[src/rtl/vm_pkg.sv]
// Shared definitions for the coin front end: coin codes, FSM encodings
// and small helpers for turning debounce qualifiers into coin codes.
package vm_pkg;

  localparam logic [1:0] COIN_NONE = 2'b00;
  localparam logic [1:0] COIN_5    = 2'b01;
  localparam logic [1:0] COIN_10   = 2'b10;
  localparam logic [1:0] COIN_20   = 2'b11;

  typedef enum logic [1:0] {
    SCH_IDLE  = 2'b00,
    SCH_ISSUE = 2'b01,
    SCH_GAP   = 2'b10
  } sched_state_t;

  typedef enum logic {
    DB_ARMED  = 1'b0,
    DB_LOCKED = 1'b1
  } db_state_t;

  // Qualifier bit 0/1/2 belongs to the Rs.5/Rs.10/Rs.20 sensor.
  function automatic logic [1:0] qual_code(input logic [2:0] q);
    logic [1:0] code;
    code = COIN_NONE;
    case (q)
      3'b001:  code = COIN_5;
      3'b010:  code = COIN_10;
      3'b100:  code = COIN_20;
      default: code = COIN_NONE;
    endcase
    return code;
  endfunction

  function automatic logic multi_qual(input logic [2:0] q);
    return (q & (q - 3'd1)) != 3'b000;
  endfunction

endpackage

[src/rtl/coin_acceptor_if.sv]
// Sensor inputs and coin/status outputs of the coin acceptor; the DUT
// takes the slave side, the driver of the sensors takes the master side.
interface coin_acceptor_if #(
  parameter int DEPTH = 4
);
  localparam int PW = $clog2(DEPTH) + 1;

  logic          sns_5;
  logic          sns_10;
  logic          sns_20;
  logic          accept_en;
  logic [1:0]    coin;
  logic          coin_reject;
  logic          fifo_full;
  logic [PW-1:0] pending;

  modport master (
    output sns_5,
    output sns_10,
    output sns_20,
    output accept_en,
    input  coin,
    input  coin_reject,
    input  fifo_full,
    input  pending
  );

  modport slave (
    input  sns_5,
    input  sns_10,
    input  sns_20,
    input  accept_en,
    output coin,
    output coin_reject,
    output fifo_full,
    output pending
  );

endinterface

[src/rtl/coin_debounce.sv]
// One sensor lane: two-flop synchroniser, then an ARMED/LOCKED debouncer
// that emits one single-cycle qual per sufficiently long high episode.
module coin_debounce
  import vm_pkg::*;
#(
  parameter int DEBOUNCE = 4
) (
  input  logic clk,
  input  logic rst,
  input  logic sns,
  output logic qual
);

  localparam logic [7:0] LAST = 8'(DEBOUNCE - 1);

  logic      sync1;
  logic      sync2;
  db_state_t state;
  db_state_t state_nxt;
  logic [7:0] cnt;
  logic [7:0] cnt_nxt;
  logic      qual_nxt;

  always_ff @(posedge clk) begin
    if (rst) begin
      sync1 <= 1'b0;
      sync2 <= 1'b0;
      state <= DB_ARMED;
      cnt   <= 8'd0;
      qual  <= 1'b0;
    end else begin
      sync1 <= sns;
      sync2 <= sync1;
      state <= state_nxt;
      cnt   <= cnt_nxt;
      qual  <= qual_nxt;
    end
  end

  // The counter tracks the current run length; the edge that would make it
  // reach DEBOUNCE flips the state instead of storing the final count.
  always_comb begin
    state_nxt = state;
    cnt_nxt   = cnt;
    qual_nxt  = 1'b0;
    case (state)
      DB_ARMED: begin
        if (sync2) begin
          if (cnt == LAST) begin
            qual_nxt  = 1'b1;
            state_nxt = DB_LOCKED;
            cnt_nxt   = 8'd0;
          end else begin
            cnt_nxt = cnt + 8'd1;
          end
        end else begin
          cnt_nxt = 8'd0;
        end
      end
      DB_LOCKED: begin
        if (!sync2) begin
          if (cnt == LAST) begin
            state_nxt = DB_ARMED;
            cnt_nxt   = 8'd0;
          end else begin
            cnt_nxt = cnt + 8'd1;
          end
        end else begin
          cnt_nxt = 8'd0;
        end
      end
      default: begin
        state_nxt = DB_ARMED;
        cnt_nxt   = 8'd0;
      end
    endcase
  end

endmodule

[src/rtl/coin_acceptor.sv]
// Coin front end: three debounced sensor lanes, accept/reject decision, a
// small coin FIFO and a scheduler replaying one coin per GAP+2 cycles.
module coin_acceptor
  import vm_pkg::*;
#(
  parameter int DEBOUNCE = 4,
  parameter int DEPTH    = 4,
  parameter int GAP      = 2
) (
  input  logic            clk,
  input  logic            rst,
  coin_acceptor_if.slave  bus
);

  localparam int AW = $clog2(DEPTH);
  localparam int PW = AW + 1;
  localparam logic [7:0] GAP_INIT = 8'(GAP);

  logic [2:0]   qual;
  logic [1:0]   mem [DEPTH];
  logic [PW-1:0] wr_ptr;
  logic [PW-1:0] rd_ptr;
  logic [PW-1:0] wr_nxt;
  logic [PW-1:0] rd_nxt;
  logic [PW-1:0] occ_nxt;
  logic          full_now;
  logic          empty_now;
  logic          push;
  logic          pop;
  logic          reject_nxt;
  logic [1:0]    coin_q;
  logic [1:0]    coin_nxt;
  logic          coin_reject_q;
  logic          fifo_full_q;
  logic [PW-1:0] pending_q;
  sched_state_t  state;
  sched_state_t  state_nxt;
  logic [7:0]    gap_cnt;
  logic [7:0]    gap_nxt;

  coin_debounce #(.DEBOUNCE(DEBOUNCE)) u_db_5 (
    .clk  (clk),
    .rst  (rst),
    .sns  (bus.sns_5),
    .qual (qual[0])
  );

  coin_debounce #(.DEBOUNCE(DEBOUNCE)) u_db_10 (
    .clk  (clk),
    .rst  (rst),
    .sns  (bus.sns_10),
    .qual (qual[1])
  );

  coin_debounce #(.DEBOUNCE(DEBOUNCE)) u_db_20 (
    .clk  (clk),
    .rst  (rst),
    .sns  (bus.sns_20),
    .qual (qual[2])
  );

  assign full_now  = (wr_ptr[AW] != rd_ptr[AW]) &&
                     (wr_ptr[AW-1:0] == rd_ptr[AW-1:0]);
  assign empty_now = (wr_ptr == rd_ptr);

  // Fullness is judged before this edge's pop, so a simultaneous pop never
  // rescues a coin that arrives while the FIFO is full.
  always_comb begin
    push       = 1'b0;
    reject_nxt = 1'b0;
    if (qual != 3'b000) begin
      if (multi_qual(qual) || !bus.accept_en || full_now) begin
        reject_nxt = 1'b1;
      end else begin
        push = 1'b1;
      end
    end
  end

  always_comb begin
    state_nxt = state;
    gap_nxt   = gap_cnt;
    pop       = 1'b0;
    coin_nxt  = COIN_NONE;
    case (state)
      SCH_IDLE: begin
        if (!empty_now) begin
          pop       = 1'b1;
          coin_nxt  = mem[rd_ptr[AW-1:0]];
          state_nxt = SCH_ISSUE;
        end
      end
      SCH_ISSUE: begin
        state_nxt = SCH_GAP;
        gap_nxt   = GAP_INIT;
      end
      SCH_GAP: begin
        if (gap_cnt <= 8'd1) begin
          state_nxt = SCH_IDLE;
        end else begin
          gap_nxt = gap_cnt - 8'd1;
        end
      end
      default: begin
        state_nxt = SCH_IDLE;
      end
    endcase
  end

  always_comb begin
    wr_nxt  = wr_ptr + PW'(push);
    rd_nxt  = rd_ptr + PW'(pop);
    occ_nxt = wr_nxt - rd_nxt;
  end

  always_ff @(posedge clk) begin
    if (rst) begin
      wr_ptr        <= '0;
      rd_ptr        <= '0;
      state         <= SCH_IDLE;
      gap_cnt       <= 8'd0;
      coin_q        <= COIN_NONE;
      coin_reject_q <= 1'b0;
      fifo_full_q   <= 1'b0;
      pending_q     <= '0;
    end else begin
      wr_ptr        <= wr_nxt;
      rd_ptr        <= rd_nxt;
      state         <= state_nxt;
      gap_cnt       <= gap_nxt;
      coin_q        <= coin_nxt;
      coin_reject_q <= reject_nxt;
      fifo_full_q   <= (wr_nxt[AW] != rd_nxt[AW]) &&
                       (wr_nxt[AW-1:0] == rd_nxt[AW-1:0]);
      pending_q     <= occ_nxt;
    end
  end

  // Storage needs no reset: the pointers alone decide what is valid.
  always_ff @(posedge clk) begin
    if (push) begin
      mem[wr_ptr[AW-1:0]] <= qual_code(qual);
    end
  end

  assign bus.coin        = coin_q;
  assign bus.coin_reject = coin_reject_q;
  assign bus.fifo_full   = fifo_full_q;
  assign bus.pending     = pending_q;

endmodule

[src/flat_wrapper.sv]
// flat-port wrapper written by rule: the top's interface ports become plain ports
module coin_acceptor_flat import vm_pkg::*;
#(
  parameter int DEBOUNCE = 4,
  parameter int DEPTH    = 4,
  parameter int GAP      = 2
)
  (clk, rst, bus_sns_5, bus_sns_10, bus_sns_20, bus_accept_en, bus_coin, bus_coin_reject, bus_fifo_full, bus_pending);
  coin_acceptor_if #(.DEPTH(DEPTH)) bus_i ();
  input  logic clk;
  input  logic rst;
  input wire logic [$bits(bus_i.sns_5)-1:0] bus_sns_5;
  input wire logic [$bits(bus_i.sns_10)-1:0] bus_sns_10;
  input wire logic [$bits(bus_i.sns_20)-1:0] bus_sns_20;
  input wire logic [$bits(bus_i.accept_en)-1:0] bus_accept_en;
  output wire logic [$bits(bus_i.coin)-1:0] bus_coin;
  output wire logic [$bits(bus_i.coin_reject)-1:0] bus_coin_reject;
  output wire logic [$bits(bus_i.fifo_full)-1:0] bus_fifo_full;
  output wire logic [$bits(bus_i.pending)-1:0] bus_pending;
  assign bus_i.sns_5 = bus_sns_5;
  assign bus_i.sns_10 = bus_sns_10;
  assign bus_i.sns_20 = bus_sns_20;
  assign bus_i.accept_en = bus_accept_en;
  assign bus_coin = bus_i.coin;
  assign bus_coin_reject = bus_i.coin_reject;
  assign bus_fifo_full = bus_i.fifo_full;
  assign bus_pending = bus_i.pending;
  coin_acceptor #(.DEBOUNCE(DEBOUNCE), .DEPTH(DEPTH), .GAP(GAP)) u_core (.clk(clk), .rst(rst), .bus(bus_i));
endmodule
[config.mk]
export PLATFORM = sky130hd
export DESIGN_NAME = coin_acceptor_flat
export DESIGN_NICKNAME = d
export VERILOG_FILES = /design/src/rtl/vm_pkg.sv /design/src/rtl/coin_acceptor_if.sv /design/src/rtl/coin_debounce.sv /design/src/rtl/coin_acceptor.sv /design/src/flat_wrapper.sv
export SDC_FILE = /design/constraint.sdc
export NUM_CORES = 1
export LEC_CHECK = 0
export ABC_CLOCK_PERIOD_IN_PS = 2100
export BUFFER_PORTS_ARGS = -buffer_cell sky130_fd_sc_hd__clkbuf_2
export CAP_MARGIN = 40
export CORE_ASPECT_RATIO = 0.5
export CORE_MARGIN = 2
export CORE_UTILIZATION = 54
export CTS_BUF_LIST = sky130_fd_sc_hd__clkbuf_16
export DETAILED_ROUTE_END_ITERATION = 8
export PLACE_DENSITY = 0.74
export SETUP_SLACK_MARGIN = 0.02
export SLEW_MARGIN = 20
export SYNTH_ARGS = -nofsm -noshare
export SYNTH_HDL_FRONTEND = slang
export SYNTH_HIERARCHICAL = 1
export SYNTH_SLANG_ARGS = --single-unit
[constraint.sdc]
create_clock -name clk -period 2.1 [get_ports clk]
set_input_delay 0.525 -clock clk [delete_from_list [all_inputs] [get_ports clk]]
set_output_delay 0.525 -clock clk [all_outputs]
set_load 0.02 [all_outputs]
### Word-level counts from Yosys, hierarchy flattened

Memory sizes are Yosys's and may differ from the RTL's. A register that Yosys moved wholly into a read port is not among the register bits.
Cells that the tools add are included.
W data, S select, Z words.

| operators by class | value |
|---|---|
| add/subtract/negate cells | 8 |
| order comparisons | 1 |
| eq/ne operators | 16 |
| multiplexer cells | 41 |
| bitwise logic cells | 6 |
| reduce and logical (&&, ||, !) cells | 16 |

Operator list:

| cell | count |
|---|---|
| $mux W8 | 10 |
| $pmux W8 S2 | 4 |
| $add A8 B1 Y8 const B | 3 |
| $eq A8 B2 Y1 const B | 3 |
| $mux W1 | 19 |
| $pmux W2 S3 | 2 |
| $le A8 B1 Y1 const B | 1 |
| $reduce_or A2 Y1 | 4 |
| $sub A8 B1 Y8 const B | 1 |
| $add A3 B1 Y3 | 2 |
| $mux W2 | 3 |
| $pmux W1 S2 | 3 |
| $reduce_bool A3 Y1 | 2 |
| $not A1 Y1 | 5 |
| $eq A2 B2 Y1 | 2 |
| $ne A2 B2 Y1 const B | 2 |
| $reduce_and A2 Y1 | 2 |
| $and A3 B3 Y3 | 1 |
| $eq A3 B1 Y1 const B | 1 |
| $eq A3 B2 Y1 const B | 1 |
| $eq A3 B3 Y1 | 1 |
| $eq A3 B3 Y1 const B | 1 |
| $reduce_or A3 Y1 | 1 |
| $sub A3 B1 Y3 const B | 1 |
| 10 further kinds | 13 |

| storage, ports and cells | value |
|---|---|
| flip-flop bits (word level) | 57 |
| RAM bits | 8 |
| input bits | 6 |
| output and inout port bits | 7 |
| logic and storage cells | 111 |
| memories | 1 |

Memories:

| name | words | bits a word | rd ports | clocked after Yosys merged registers in | write ports | line | source |
|---|---|---|---|---|---|---|---|
| u_core.mem | 4 | 2 | 1 | 1 | 1 | coin_acceptor.sv:20 | `logic [1:0] mem [DEPTH];` |

### Depth between registers and ports, before layout

| depth | value |
|---|---|
| depth after elaboration | 10 |
| depth in mapped cells | 11 |
| gate-level depth less buffers | 10 |

### Modules after synthesis

The synthesis kept the hierarchy.

Modules (own cells, without submodules):

| module | times used | cells an instance | area each (sq um) | seq. area each (sq um) |
|---|---|---|---|---|
| coin_acceptor | 1 | 142 | 1493.9 | 700.7 |
| coin_debounce | 3 | 49 | 479.2 | 240.2 |

### Worst setup path after synthesis

Ideal clock, no wire load.

| path | value |
|---|---|
| kind | register to register |
| start | register u_core.rd_ptr[1] |
| end | register u_core.pending_q[2], in the netlist u_core/bus.pending[2] |
| library setup time | 0.128 ns |
| data arrival time | 2.171 ns |
| data required time | 1.972 ns |
| path slack | -0.198 ns |
| cell stages (with the launch flop) | 11 |
| buffers on the path | 0 |
| period minus slack after synthesis | 2.298 ns |
| cell sequence | dfxtp_1 -> xor2_1 -> o31ai_1 -> nand2b_1 -> inv_1 -> ha_1 -> ha_1 -> inv_1 -> fa_1 -> xnor2_1 -> nor2_1 |

| on the way | value |
|---|---|
| longest elaborated chain between the ends | 7 |
| elaborated cells on any way between the ends | 11 |
| classes of those cells | add/sub: 3; eq/ne: 2; mux: 4; reduce/logical: 2 |

RTL lines:

| element | line | source |
|---|---|---|
| start, declared | coin_acceptor.sv:22 | `logic [PW-1:0] rd_ptr;` |
| start signal, assigned | coin_acceptor.sv:128 | `rd_ptr <= rd_nxt;` |
| $eq A2 B2 Y1 | coin_acceptor.sv:63 | `(wr_ptr[AW-1:0] == rd_ptr[AW-1:0]);` |
| $logic_and A1 B1 Y1 | coin_acceptor.sv:62 | `assign full_now = (wr_ptr[AW] != rd_ptr[AW]) &&` |
| $logic_or A1 B1 Y1 | coin_acceptor.sv:72 | `if (multi_qual(qual) \|\| !bus.accept_en \|\| full_now) begin` |
| $mux W1 | coin_acceptor.sv:72 |  |
| $mux W1 | coin_acceptor.sv:71 | `if (qual != 3'b000) begin` |
| $add A3 B1 Y3 | coin_acceptor.sv:111 | `wr_nxt = wr_ptr + PW'(push);` |
| named net u_core.wr_nxt[1] | coin_acceptor.sv:23 | `logic [PW-1:0] wr_nxt;` |
| $sub A3 B3 Y3 | coin_acceptor.sv:113 | `occ_nxt = wr_nxt - rd_nxt;` |
| end signal, assigned | coin_acceptor.sv:135 | `pending_q <= occ_nxt;` |
| end, declared | coin_acceptor.sv:35 | `logic [PW-1:0] pending_q;` |

The timed path passes the listed nets, and every way through them passes these cells.
A chain may end at the register's enable or synchronous reset.

### Final worst setup path

| path | value |
|---|---|
| start | register u_core.rd_ptr[0] |
| end | register u_core.pending_q[2], in the netlist u_core/bus.pending[2] |

The elaborated chain is that of the path after synthesis.

==> results.py <==
metrics = {
    "global_routing": {
        "grtUsageTotal_pct": 20.1,
        "antenna_found_initial": 0,
        "grt_pass1_vias": 2083,
        "grt_pass1_wl_um": 9360,
        "grt_max_degree": 23,
        "overflow": 0,
    },
    "setup_path": {
        "critPathLaunchType": "flip-flop",
        "cp.arrival_ns": 2.44,
        "crit_path_end_kind": "flip-flop",
        "crit_type": "flip-flop to flip-flop",
        "crit_fanout": 2,
        "r2r_cells": 10,
        "rr_endpoint": "u_core/bus.pending[2]$_SDFF_PP0_",
        "ff2ff_setup_slack_ns": -0.09,
        "required_ns": 2.35,
        "startpoint": "u_core/rd_ptr[0]$_SDFF_PP0_",
        "r2r-start": "u_core/rd_ptr[0]$_SDFF_PP0_",
        "crit_end": "u_core/bus.pending[2]$_SDFF_PP0_",
    },
    "pwr": {
        "p_leak_nw": 1.35,
        "vdd_ir_drop_max_mv": 0.522,
        "powerDensity_mw_per_mm2": 907,
    },
    "synth": {
        "synth_cell_types": 50,
        "mappedNetlistArea_mm2": 0.00293,
        "synth-async-reset-ratio_pct": 0,
        "yosysSeqAreaShare_pct": 48.5,
        "syn_inst": 289,
        "synth_top_area_cell": "dfxtp_1",
        "synth_common_cells": "dfxtp_1 (59), nor2_1 (35), inv_1 (17)",
        "ys_top_cells_by_area": "dfxtp_1 (40%), edfxtp_1 (8.2%), ha_1 (6.0%)",
        "synth.most_common_cell": "dfxtp_1",
        "synth_edf_count": 8,
        "synth_warnings": 6,
        "postSynthAreaPerCell_um2": 10.1,
        "synth_top_area_share_pct": 40.3,
        "synth_nets": 310,
        "synth_seq_cells": 67,
        "synthFlopType": "dfxtp_1",
    },
    "clock_network": {
        "clk_pin_slew_ns": 0.05,
        "insertion_delay_ns": 0.32,
        "cts_buffers": 9,
        "cts_tree": "built",
        "cts_sinks": 67,
        "postCtsHoldBufs": 0,
        "htreeDepth": 3,
        "clock-root-buffer": "clkbuf_16",
        "clockBufferDepth": 2,
    },
    "routing": {
        "wl_per_cell_um": 14.3,
        "vias": 2175,
        "vias_per_cell": 5.45,
        "drt_iter0_markers": 84,
        "drtPass1Iterations": 4,
        "antenna_left": 0,
        "post-route-drc-count": 0,
        "finalWirelength_um": 5690,
    },
    "placement": {
        "gp_congestion": 0.771,
        "port_buffers": 12,
        "dpl.cell_count": 379,
        "dp_slack_ns": -0.0424,
        "hpwl_um": 3730,
        "placed_area_mm2": 0.00321,
    },
    "final_layout": {
        "design_area_mm2": 0.00360,
        "syn2layout_area_growth_pct": 22.7,
        "drive_gt1_share_pct": 25.2,
        "fillCellCount": 373,
        "antenna_cells": 0,
        "fin_nets": 345,
        "stdcell_count": 399,
    },
    "timing": {
        "slew_headroom_pct": 67.7,
        "final.setup_skew_ns": 0.00418,
        "hold_viol": 0,
        "post-route-min-period_ns": 2.19,
        "worstMarginPinSlew_ns": 0.484,
        "slew_viol_final": 0,
        "finalHoldWorstSlack_ns": 0.412,
        "setup_viol": 2,
        "fin_ws_ns": -0.0894,
        "fin_crit_sh_pct": 104,
        "max_freq_mhz": 457,
        "rsz0062_at_grt": "true",
    },
    "die": {
        "io_pins": 13,
        "core-area_mm2": 0.00507,
        "die_h_um": 56.1,
        "dieArea_mm2": 0.00607,
        "initial_utilization_pct": 57.9,
        "chipWidth_um": 108,
        "std_cell_rows": 18,
    },
    "min_path": {
        "hold_class": "input pin to flip-flop",
    },
    "status": {
        "status": "complete, but fails checks",
        "violations": "negative setup slack",
    },
    "run": {
        "maxCapViolations": 0,
    },
}
[sequential cells by signal (all words and copies together) (netlist names), 3 cells and up, named ones only]
signal and cells:
u_core/u_db_20/cnt 8, u_core/mem 8, u_core/bus.pending 3, u_core/u_db_10/cnt 8
u_core/gap_cnt 8, u_core/rd_ptr 3, u_core/u_db_5/cnt 8, u_core/wr_ptr 3
[kinds of logic after synthesis]
group | count (synthesis) | share of synthesized area [%]
and+or+nand+nor | 112 | 22.0
DFF | 67 | 48.5
AOI/OAI and AO/OA | 48 | 11.1
xor gates and xnor gates | 22 | 6.57
buffers and inverters | 21 | 2.94
adders and majority gates | 15 | 6.66
muxes | 4 | 2.22
[worst min path at each step]
stage                               startpoint                               to  slack (ns)  depth (start not counted)
4_1_cts                             bus_sns_10  u_core/u_db_10/sync1$_SDFF_PP0_        0.41                          2
3_5_place_dp   u_core/u_db_10/sync1$_SDFF_PP0_  u_core/u_db_10/sync2$_SDFF_PP0_        0.44                          1
5_1_grt                             bus_sns_20  u_core/u_db_20/sync1$_SDFF_PP0_        0.42                          2
3_3_place_gp   u_core/u_db_20/sync1$_SDFF_PP0_  u_core/u_db_20/sync2$_SDFF_PP0_        0.42                          1
2_1_floorplan  u_core/u_db_10/sync1$_SDFF_PP0_  u_core/u_db_10/sync2$_SDFF_PP0_        0.41                          1
6_report                            bus_sns_10  u_core/u_db_10/sync1$_SDFF_PP0_        0.41                          2
[stage by stage]
step | util (%) | TNS (ns) | total power, W
after floorplan | - | -0.0304 | 0.00169
after global routing | 71.0 | -0.373 | 0.00341
final | 71.0 | -0.160 | 0.00326
after CTS | 70.2 | -0.0245 | 0.00327
after detailed placement | 63.4 | -0.0685 | 0.00180
after global placement | 63.4 | 0 | 0.00179
[cell usage in the layout, fill, tap and decap left out, types with 4 or more instances in the layout]
cell type | synthesis | routed
clkinv_2 | 0 | 4
nor2b_1 | 12 | 12
nor2_1 | 35 | 35
clkbuf_2 | 0 | 12
buf_4 | 0 | 16
xor2_1 | 7 | 5
edfxtp_1 | 8 | 8
ha_1 | 14 | 10
nand3_1 | 15 | 15
inv_1 | 17 | 15
dfxtp_1 | 59 | 57
or3_1 | 10 | 10
xnor2_1 | 15 | 13
o21ai_0 | 10 | 10
nor3b_1 | 5 | 5
clkbuf_16 | 0 | 11
a21oi_1 | 14 | 14
nand2_1 | 7 | 7
ha_4 | 0 | 4
[critical path: stages (launching register included)]
cell,delay (ns)
dfxtp_4,0.36
xor2_4,0.19
o31ai_2,0.29
nand2b_4,0.18
inv_2,0.05
ha_4,0.26
inv_4,0.04
ha_4,0.15
fa_2,0.36
xnor2_2,0.14
nor2_1,0.11
[layout make-up]
| cell class | count | area, um2 | share of cell area [%] |
|---|---|---|---|
| Sequential cell | 67 | 1430 | 39.7 |
| Multi-Input combinational cell | 201 | 1540 | 42.7 |
| Timing Repair Buffer | 28 | 180 | 5.01 |
| Clock buffer | 11 | 275 | 7.65 |
| Clock inverter | 5 | 23.8 | 0.661 |
| Inverter | 17 | 66.3 | 1.84 |
| Tap cell | 70 | 87.6 | 2.43 |
[power by group]
part / internal [W] / leakage (nW) / switching [W]
Clock: 0.000928 / 0.157 / 0.000512
Sequential: 0.00135 / 0.571 / 0.0000344
Combinational: 0.000209 / 0.626 / 0.000231
Total: 0.00248 / 1.35 / 0.000778
[timing repair]
| item | in CTS | in global routing |
|---|---|---|
| cloned | 0 | 0 |
| buffers inserted | 2 | 2 |
| endpoints found under the setup margin | 3 | 3 |
| pin swaps | 3 | 3 |
| gates resized for setup | 4 | 3 |
[metal layers]
layer | vias up | wire, um | GRT usage [%]
met4 | 0 | 62 | 4.95
met1 | 1055 | 2650 | 24.7
li1 | 1084 | - | -
met3 | 7 | 155 | 7.03
met5 | - | 0 | 0
met2 | 29 | 2830 | 34.1
Power figures use the tool's default switching activity.
